--- config.mk ---
export PLATFORM = sky130hd
export DESIGN_NAME = alp_mdseq
export DESIGN_NICKNAME = d
export VERILOG_FILES = /design/src/rtl/alp_seq_pkg.sv /design/src/rtl/alp_step_ctr.sv /design/src/rtl/alp_mdseq.sv
export SDC_FILE = /design/constraint.sdc
export NUM_CORES = 1
export LEC_CHECK = 0
export ABC_AREA = 1
export CAP_MARGIN = 25
export CORE_AREA = 2 2 47 49
export CTS_CLUSTER_SIZE = 12
export DETAILED_ROUTE_END_ITERATION = 8
export DIE_AREA = 0 0 49 51
export GPL_TIMING_DRIVEN = 1
export PLACE_DENSITY = 0.68
export REMOVE_ABC_BUFFERS = 1
export SLEW_MARGIN = 15
export SYNTH_ARGS = -nofsm -noshare
export SYNTH_HDL_FRONTEND = slang
export SYNTH_HIERARCHICAL = 1
export SYNTH_SLANG_ARGS = --single-unit
export TNS_END_PERCENT = 10
--- constraint.sdc ---
create_clock -name clk_h -period 4.3 [get_ports clk_h]
set_input_delay 0.86 -clock clk_h [delete_from_list [all_inputs] [get_ports clk_h]]
set_output_delay 0.86 -clock clk_h [all_outputs]
set_load 0.05 [all_outputs]
--- src/rtl/alp_seq_pkg.sv ---
// Shared definitions for the ALP D/Q controllers: sequencer states and
// the D/Q control field encodings driven into the ALP D/Q decode.
package alp_seq_pkg;

    typedef enum logic [2:0] {
        S_IDLE  = 3'd0,
        S_LOAD  = 3'd1,
        S_STEP  = 3'd2,
        S_FIXUP = 3'd3,
        S_DONE  = 3'd4
    } alp_state_e;

    // D/Q field encodings
    localparam logic [1:0] DQ_HOLD  = 2'b00;  // Q write disabled
    localparam logic [1:0] DQ_LOAD  = 2'b10;  // Q loads from the A mux
    localparam logic [1:0] DQ_SHR   = 2'b11;  // Q shift right (multiply)
    localparam logic [1:0] DQ_SHL   = 2'b10;  // Q shift left (divide)
    localparam logic [1:0] DQ_FIXUP = 2'b11;

    // MUX field encodings; step encodings carry the add/sub decision in bit 3
    localparam logic [3:0] MUX_HOLD    = 4'b0100;
    localparam logic [3:0] MUX_LOAD    = 4'b0000;
    localparam logic [2:0] MUX_MUL_LOW = 3'b001;
    localparam logic [2:0] MUX_DIV_LOW = 3'b011;
    localparam logic [3:0] MUX_FIXUP   = 4'b1001;

    typedef struct packed {
        logic       dmove;
        logic       dreg_inh_l;
        logic [1:0] dq;
        logic [3:0] mux;
    } dq_ctl_t;

    // Parked encoding: D inhibited, Q not written, datapath holds.
    function automatic dq_ctl_t hold_ctl();
        dq_ctl_t c;
        c.dmove      = 1'b0;
        c.dreg_inh_l = 1'b0;
        c.dq         = DQ_HOLD;
        c.mux        = MUX_HOLD;
        return c;
    endfunction

endpackage

--- src/rtl/alp_step_ctr.sv ---
// Loadable step counter with terminal-count flag at STEPS-1.
module alp_step_ctr #(
    parameter int STEPS = 32,
    parameter int CW    = 6
) (
    input  logic          clk_h,
    input  logic          reset_h,
    input  logic          clr,
    input  logic          en,
    output logic [CW-1:0] count,
    output logic          tc
);

    localparam logic [CW-1:0] LAST = CW'(STEPS - 1);

    // Clear has priority over counting.
    always_ff @(posedge clk_h or posedge reset_h) begin
        if (reset_h)
            count <= '0;
        else if (clr)
            count <= '0;
        else if (en)
            count <= count + CW'(1);
    end

    assign tc = (count == LAST);

endmodule

--- src/rtl/alp_mdseq.sv ---
// Multiply/divide step sequencer: drives ALP D/Q controls through
// LOAD, STEPS shift/add steps and an optional divide fixup.
//
// Handshake: start_h is a level request sampled only in IDLE (one
// acceptance per IDLE cycle, no ready needed); done_h is a one-cycle
// completion pulse, never asserted for an aborted or reset operation.
module alp_mdseq
    import alp_seq_pkg::*;
#(
    parameter int STEPS = 32,
    parameter int CW    = 6
) (
    input  logic          clk_h,
    input  logic          reset_h,
    input  logic          start_h,
    input  logic          op_div_h,
    input  logic          dvz_in_h,
    input  logic          abort_h,
    input  logic          q0_h,
    input  logic          sign_h,
    output logic          dmove_h,
    output logic          dreg_inh_l,
    output logic [1:0]    dq_h,
    output logic [3:0]    mux_h,
    output logic          busy_h,
    output logic          done_h,
    output logic          dvz_h,
    output logic [CW-1:0] step_h,
    output alp_state_e    state_dbg
);

    alp_state_e    state, state_nx;
    logic          op_div_q;
    logic [CW-1:0] count;
    logic          last_step;
    dq_ctl_t       ctl;

    alp_step_ctr #(.STEPS(STEPS), .CW(CW)) u_ctr (
        .clk_h   (clk_h),
        .reset_h (reset_h),
        .clr     (state == S_LOAD),
        .en      (state == S_STEP),
        .count   (count),
        .tc      (last_step)
    );

    // State register.
    always_ff @(posedge clk_h or posedge reset_h) begin
        if (reset_h)
            state <= S_IDLE;
        else
            state <= state_nx;
    end

    // Operation type and divide-by-zero flag are captured on an accepted start.
    always_ff @(posedge clk_h or posedge reset_h) begin
        if (reset_h) begin
            op_div_q <= 1'b0;
            dvz_h    <= 1'b0;
        end else if (state == S_IDLE && start_h) begin
            op_div_q <= op_div_h;
            dvz_h    <= op_div_h & dvz_in_h;
        end
    end

    // Next-state logic; abort only acts while busy, start only in IDLE.
    always_comb begin
        state_nx = state;
        case (state)
            S_IDLE:  if (start_h) state_nx = (op_div_h && dvz_in_h) ? S_DONE : S_LOAD;
            S_LOAD:  state_nx = abort_h ? S_IDLE : S_STEP;
            S_STEP: begin
                if (abort_h)
                    state_nx = S_IDLE;
                else if (last_step)
                    state_nx = op_div_q ? S_FIXUP : S_DONE;
            end
            S_FIXUP: state_nx = abort_h ? S_IDLE : S_DONE;
            S_DONE:  state_nx = S_IDLE;
            default: state_nx = S_IDLE;
        endcase
    end

    // Output decode from state plus the registered datapath status bits.
    always_comb begin
        ctl    = hold_ctl();
        busy_h = 1'b0;
        done_h = 1'b0;
        step_h = '0;
        case (state)
            S_LOAD: begin
                busy_h         = 1'b1;
                ctl.dmove      = 1'b1;
                ctl.dreg_inh_l = 1'b1;
                ctl.dq         = DQ_LOAD;
                ctl.mux        = MUX_LOAD;
            end
            S_STEP: begin
                busy_h         = 1'b1;
                step_h         = count;
                ctl.dreg_inh_l = 1'b1;
                if (op_div_q) begin
                    ctl.dq  = DQ_SHL;
                    ctl.mux = {~sign_h, MUX_DIV_LOW};
                end else begin
                    ctl.dq  = DQ_SHR;
                    ctl.mux = {q0_h, MUX_MUL_LOW};
                end
            end
            S_FIXUP: begin
                busy_h = 1'b1;
                if (sign_h) begin
                    ctl.dreg_inh_l = 1'b1;
                    ctl.dq         = DQ_FIXUP;
                    ctl.mux        = MUX_FIXUP;
                end
            end
            S_DONE:  done_h = 1'b1;
            default: ;
        endcase
    end

    assign dmove_h    = ctl.dmove;
    assign dreg_inh_l = ctl.dreg_inh_l;
    assign dq_h       = ctl.dq;
    assign mux_h      = ctl.mux;
    assign state_dbg  = state;

endmodule

== Word level (Yosys, flattened, before mapping) ==
Index checks and enable logic that the tools add are counted.

* Input port bits: 8
* Memory bits (read-only): 0
* Memories kept: 0
* Bits in writable memories: 0
* Bits in latches: 0
* Flip-flop bits (word level): 11
* Word-level logic and storage cells: 37
* Output and inout port bits: 20

* Order comparisons: 0
* Equality and inequality tests: 7
* Mux-type cells: 17
* Bitwise operators: 2
* Shift-type cells: 0
* Reduce and logical (&&, ||, !) cells: 6
* Divide/modulo/power cells: 0
* Add/sub/neg operators: 1
* Multipliers: 0

{| class="wikitable"
|+ Operator list
! cell !! number
|-
| $pmux W7 S3 || 1
|-
| $mux W3 || 6
|-
| $mux W6 || 3
|-
| $pmux W3 S4 || 1
|-
| $mux W7 || 1
|-
| $add A6 B1 Y6 const B || 1
|-
| $eq A3 B2 Y1 const B || 2
|-
| $eq A6 B5 Y1 const B || 1
|-
| $mux W5 || 1
|-
| $eq A3 B1 Y1 const B || 1
|-
| $eq A3 B3 Y1 const B || 1
|-
| $logic_not A3 Y1 || 1
|-
| $mux W1 || 3
|-
| $ne A3 B3 Y1 const B || 1
|-
| $reduce_or A3 Y1 || 1
|-
| $logic_and A1 B1 Y1 || 2
|-
| $mux W2 || 1
|-
| $ne A2 B2 Y1 const B || 1
|-
| $reduce_and A2 Y1 || 1
|-
| $reduce_bool A2 Y1 || 1
|-
| $and A1 B1 Y1 || 1
|-
| $not A1 Y1 || 1
|}

== Logic depth before layout (Yosys ltp) ==
* Depth after elaboration: 4
* Depth in mapped cells: 9
* Gate-level depth less buffers: 9

== Cells and area by module ==
The synthesis kept the hierarchy.

{| class="wikitable"
|+ By module, submodules not included
! module !! sequential area each (um^2) !! area an instance (um^2) !! cells an instance !! instances
|-
| alp_mdseq || 125.1 || 459.2 || 73 || 1
|-
| alp_step_ctr || 150.1 || 310.3 || 39 || 1
|}

== Worst setup path after synthesis ==
OpenSTA, ideal clock, no wires.

* Path type: reg2out
* Start: reg state[1] (netlist: state_dbg[1])
* End: out dq_h[1]
* Stages on the path, launching flop included: 9
* Data arrival time: 2277 ps
* Data required time: 3440 ps
* Setup slack: 1163 ps
* Path buffers: 2
* Path through: dfrtp_1 -> buf_2 -> nand2_2 -> nor2_2 -> nand2_2 -> nand2_2 -> nor2_2 -> inv_2 -> buf_4

* Word-level cells in the longest chain between the ends: 2
* Elaborated cells on any way between the ends: 4
* Classes of those cells: eq/ne: 3; mux: 1

{| class="wikitable"
|+ RTL lines
! what !! line !! RTL
|-
| start, declared || alp_mdseq.sv:32 || <nowiki>alp_state_e state, state_nx;</nowiki>
|-
| start signal, assigned || alp_mdseq.sv:52 || <nowiki>state <= state_nx;</nowiki>
|-
| $eq A3 B2 Y1 / $eq A3 B1 Y1 (equally long branches) || alp_mdseq.sv:90 || <nowiki>case (state)</nowiki>
|-
| $pmux W7 S3 * || alp_mdseq.sv:90 ||
|-
| end, declared || alp_mdseq.sv:23 || <nowiki>output logic [1:0] dq_h,</nowiki>
|}

Mark *: on every way between the ends. The rest lies on a longest branch, timed or not.

== Final worst setup path ==
* Start: in sign_h
* End: out mux_h[3]

* Word-level cells in the longest chain between the ends: 3
* Elaborated cells on any way between the ends: 4
* Classes of those cells: mux: 3; bitwise: 1

{| class="wikitable"
|+ RTL lines
! what !! line !! RTL
|-
| start, declared || alp_mdseq.sv:20 || <nowiki>input logic sign_h,</nowiki>
|-
| $not A1 Y1 || alp_mdseq.sv:104 || <nowiki>ctl.mux = {~sign_h, MUX_DIV_LOW};</nowiki>
|-
| $mux W5 || alp_mdseq.sv:102 || <nowiki>if (op_div_q) begin</nowiki>
|-
| $pmux W7 S3 * || alp_mdseq.sv:90 ||
|-
| end, declared || alp_mdseq.sv:24 || <nowiki>output logic [3:0] mux_h,</nowiki>
|}

Marks and branches as above.

==> run_results.csv <==
group,metric,value,unit
run_status,status,"complete, no violations",
placement,hpwl,1.416,mm
global_routing,grt_start_max_net_pins,12,
global_routing,grt_pass1_vias,721,
logic_synthesis,synth_top_area_share,0.3577,
detailed_routing,via_per_inst,4.583,
floorplan,num_io_pins,28,
timing,finalSetupViolCount,0,
setup_path,timing.rr.end,"u_ctr/count[5]$_DFFE_PP0P_",
global_routing,met1_usage,0.1697,
logic_synthesis,async_flop_share,1.000,
setup_path,r2r_start,"state_dbg[2]$_DFFE_PP0P_",
setup_path,cp.arrival,2.46,ns
floorplan,floorplan.initialDensity,0.3730,
pwr,pwr-share-comb,0.711,
pwr,powerDensity,825.2,nW/um^2
clock_tree,post_cts_buffers,0,
cells_and_area,antenna_cells,0,
clock_tree,cts_sinks,11,
cells_and_area,drive_gt1_frac,0.1571,
floorplan,die_width,49,microns
timing,period_needed,3.323,ns
pwr,vdd_ir_drop_max,0.0005629,V
timing,finalMaxSlewViolations,0,
logic_synthesis,synth_edf_count,0,
logic_synthesis,yosysSeqAreaShare,0.3577,
clock_tree,htreeDepth,1,
clock_tree,cts_made_buffers,3,
pwr,swShare,0.5914,
detailed_routing,vias,770,
logic_synthesis,synth_area,769.5,sq um
setup_path,required,3.44,ns
setup_path,reg2reg_slack,2.67,ns
timing,period_share,0.7728,
placement,portBuffers,27,
timing,hold_ws,0.5098,ns
placement,globalplace.congestion,0.8580,
detailed_routing,drt_iter0_drc,9,
timing,fin_setup_tns,0,ns
logic_synthesis,syn-instance-count,112,
setup_path,ff2ff_path_depth,8,
detailed_routing,dr.pass1.iters,4,
floorplan,rows,17,
clock_tree,clkLatencyLatePin,0.26,ns
logic_synthesis,ys.flop_type,"dfrtp_1",
hold_path,worstHoldEndpoint,"dvz_h$_DFFE_PP0P_",
global_routing,grt_use_met2,0.3014,
pwr,power_frac_clock,0.081,
clock_tree,cts_tree,"built",
setup_path,crit_path_start_kind,"primary input",
timing,hold_violations,0,
logic_synthesis,synthTopCellsByArea,"dfrtp_1, inv_1, nor2_1",
clock_tree,cts_hold_buffers,0,
floorplan,dieArea,2499,sq um
clock_tree,cts_resized,0,
run,maxCapViolCount,0,
detailed_routing,totalWireLength,1.812,mm
cells_and_area,nets,150,
pwr,switchingPower,0.0005257,W
floorplan,die-height,51,microns
floorplan,core-area,2063,sq um
logic_synthesis,synth.most_common_cell,"inv_1",
timing,rsz0062_at_grt,"no",
pwr,leakagePower,0.5103,nW
hold_path,hold_depth,2,
logic_synthesis,ys_warn_count,6,
setup_path,slowest_stage,"clkdlybuf4s50_1",
logic_synthesis,syn_area_per_cell,6.870,sq um
logic_synthesis,synth_common_cells,"inv_1, nor2_1, nand2_1",
hold_path,hp-class,"register to register",
hold_path,hp-start,"dvz_h$_DFFE_PP0P_",
setup_path,cpMostUsedCell,"clkdlybuf4s50_1",
global_routing,grtUsageTotal,0.1563,
detailed_routing,drc_errors,0,
pwr,seqPwrFrac,0.208,
cells_and_area,area_growth,40.00,%
global_routing,gr-usage-met3,0.02924,
setup_path,worst-path-max-fanout,2,
logic_synthesis,ys_types,20,
timing,max_slew_margin,0.6567,
clock_tree,clock_path_buffers,2,
logic_synthesis,yosysTopAreaCell,"dfrtp_1",
setup_path,path_cells,"clkdlybuf4s50_1 -> o21ai_0 -> inv_1 -> o21ai_2 -> clkdlybuf4s50_1",
timing,skew,0.0003403,ns
timing,fmax,300.9,MHz
clock_tree,path_clk_slew,0.07,ns
clock_tree,clockRootBuffer,"clkbuf_4",
global_routing,top_usage_layer,"met2",
global_routing,grt_pass1_wl,2.994,mm
setup_path,end_kind,"primary output",
setup_path,slowest_delay,0.81,ns
global_routing,antenna_found_initial,0,
pwr,p_int,0.0003632,W
logic_synthesis,synth_seq_cells,11,
timing,worst_slew_pin_slew,0.5133,ns
setup_path,worstSetupPathType,"primary input to primary output",
detailed_routing,ant_nets,0,
detailed_routing,wl_per_cell,10.79,microns
global_routing,grt.overflow.total,0,
## state kept, by name (all words and copies together) (netlist names)
register     flops
state_dbg        3
dvz_h            1
u_ctr/count      6
op_div_q         1
## worst max-delay path by stage
stage	start	endpoint	slack (ns)
2_1_floorplan	state_dbg[2]$_DFFE_PP0P_	dq_h[1]	1.24
3_3_place_gp	sign_h	mux_h[3]	1.03
3_5_place_dp	sign_h	mux_h[3]	0.99
4_1_cts	sign_h	mux_h[3]	0.98
5_1_grt	sign_h	mux_h[3]	0.94
6_report	sign_h	mux_h[3]	0.98
## per-stage QoR
stage / util / setup slack [ns] / cells / area [sq um] / total power [W]
3_3_place_gp: 0.5094 / 1.029 / 164 / 1051 / 0.0008116
2_1_floorplan: - / 1.236 / 109 / 745.7 / 0.0006280
6_report: 0.5221 / 0.9770 / 168 / 1077 / 0.0008889
3_5_place_dp: 0.5094 / 0.9855 / 164 / 1051 / 0.0008199
5_1_grt: 0.5221 / 0.9444 / 168 / 1077 / 0.0009400
4_1_cts: 0.5221 / 0.9834 / 168 / 1077 / 0.0008979
## placed cells by master (no fill, tap or decap), types with 5 or more instances in the layout
master	netlist	layout
a21oi_1	5	5
clkdlybuf4s50_1	0	27
dfrtp_1	11	11
inv_1	20	20
nand2_1	17	17
nand2_2	5	5
nand3_1	11	11
nor2_1	18	18
nor2_2	6	6
## critical path, delay by kind of cell
family	cells	cell delay, ns
AOI/OAI and AO/OA	2	0.29
buffers and inverters	3	1.31
## layout make-up
| class | count | area [sq um] |
|---|---|---|
| clock buffer | 4 | 26.28 |
| fill | 211 | 985.9 |
| inverter | 23 | 86.33 |
| multi-input combinational | 75 | 384.1 |
| sequential | 11 | 275.3 |
| tap | 28 | 35.03 |
| timing repair buffer | 27 | 270.3 |
## cell families after synthesis
group	after synthesis	share of synthesized area
AO/OA/AOI/OAI	11	0.08455
adder cells (fa/ha/maj)	1	0.01626
buffers and inverters	26	0.1431
XOR/XNOR	1	0.01138
AND/OR/NAND/NOR	62	0.3870
flip-flops	11	0.3577
## power groups by stage
stage               Sequential [W]  Clock (W)  Combinational, W
global route              0.000190  0.0000795          0.000670
CTS                       0.000185  0.0000755          0.000637
detailed placement        0.000187          0          0.000633
finish                    0.000185  0.0000720          0.000632
global placement          0.000185          0          0.000627
floorplan                 0.000233          0          0.000395
## per-layer routing
metal / part of all wire / routed length [microns] / vias to the layer above
met3: 0.045 / 81 / 0
met5: 0 / 0 / -
li1: - / - / 402
met4: 0 / 0 / 0
met2: 0.53 / 960 / 16
met1: 0.42 / 769 / 352
Power figures use the tool's default switching activity.
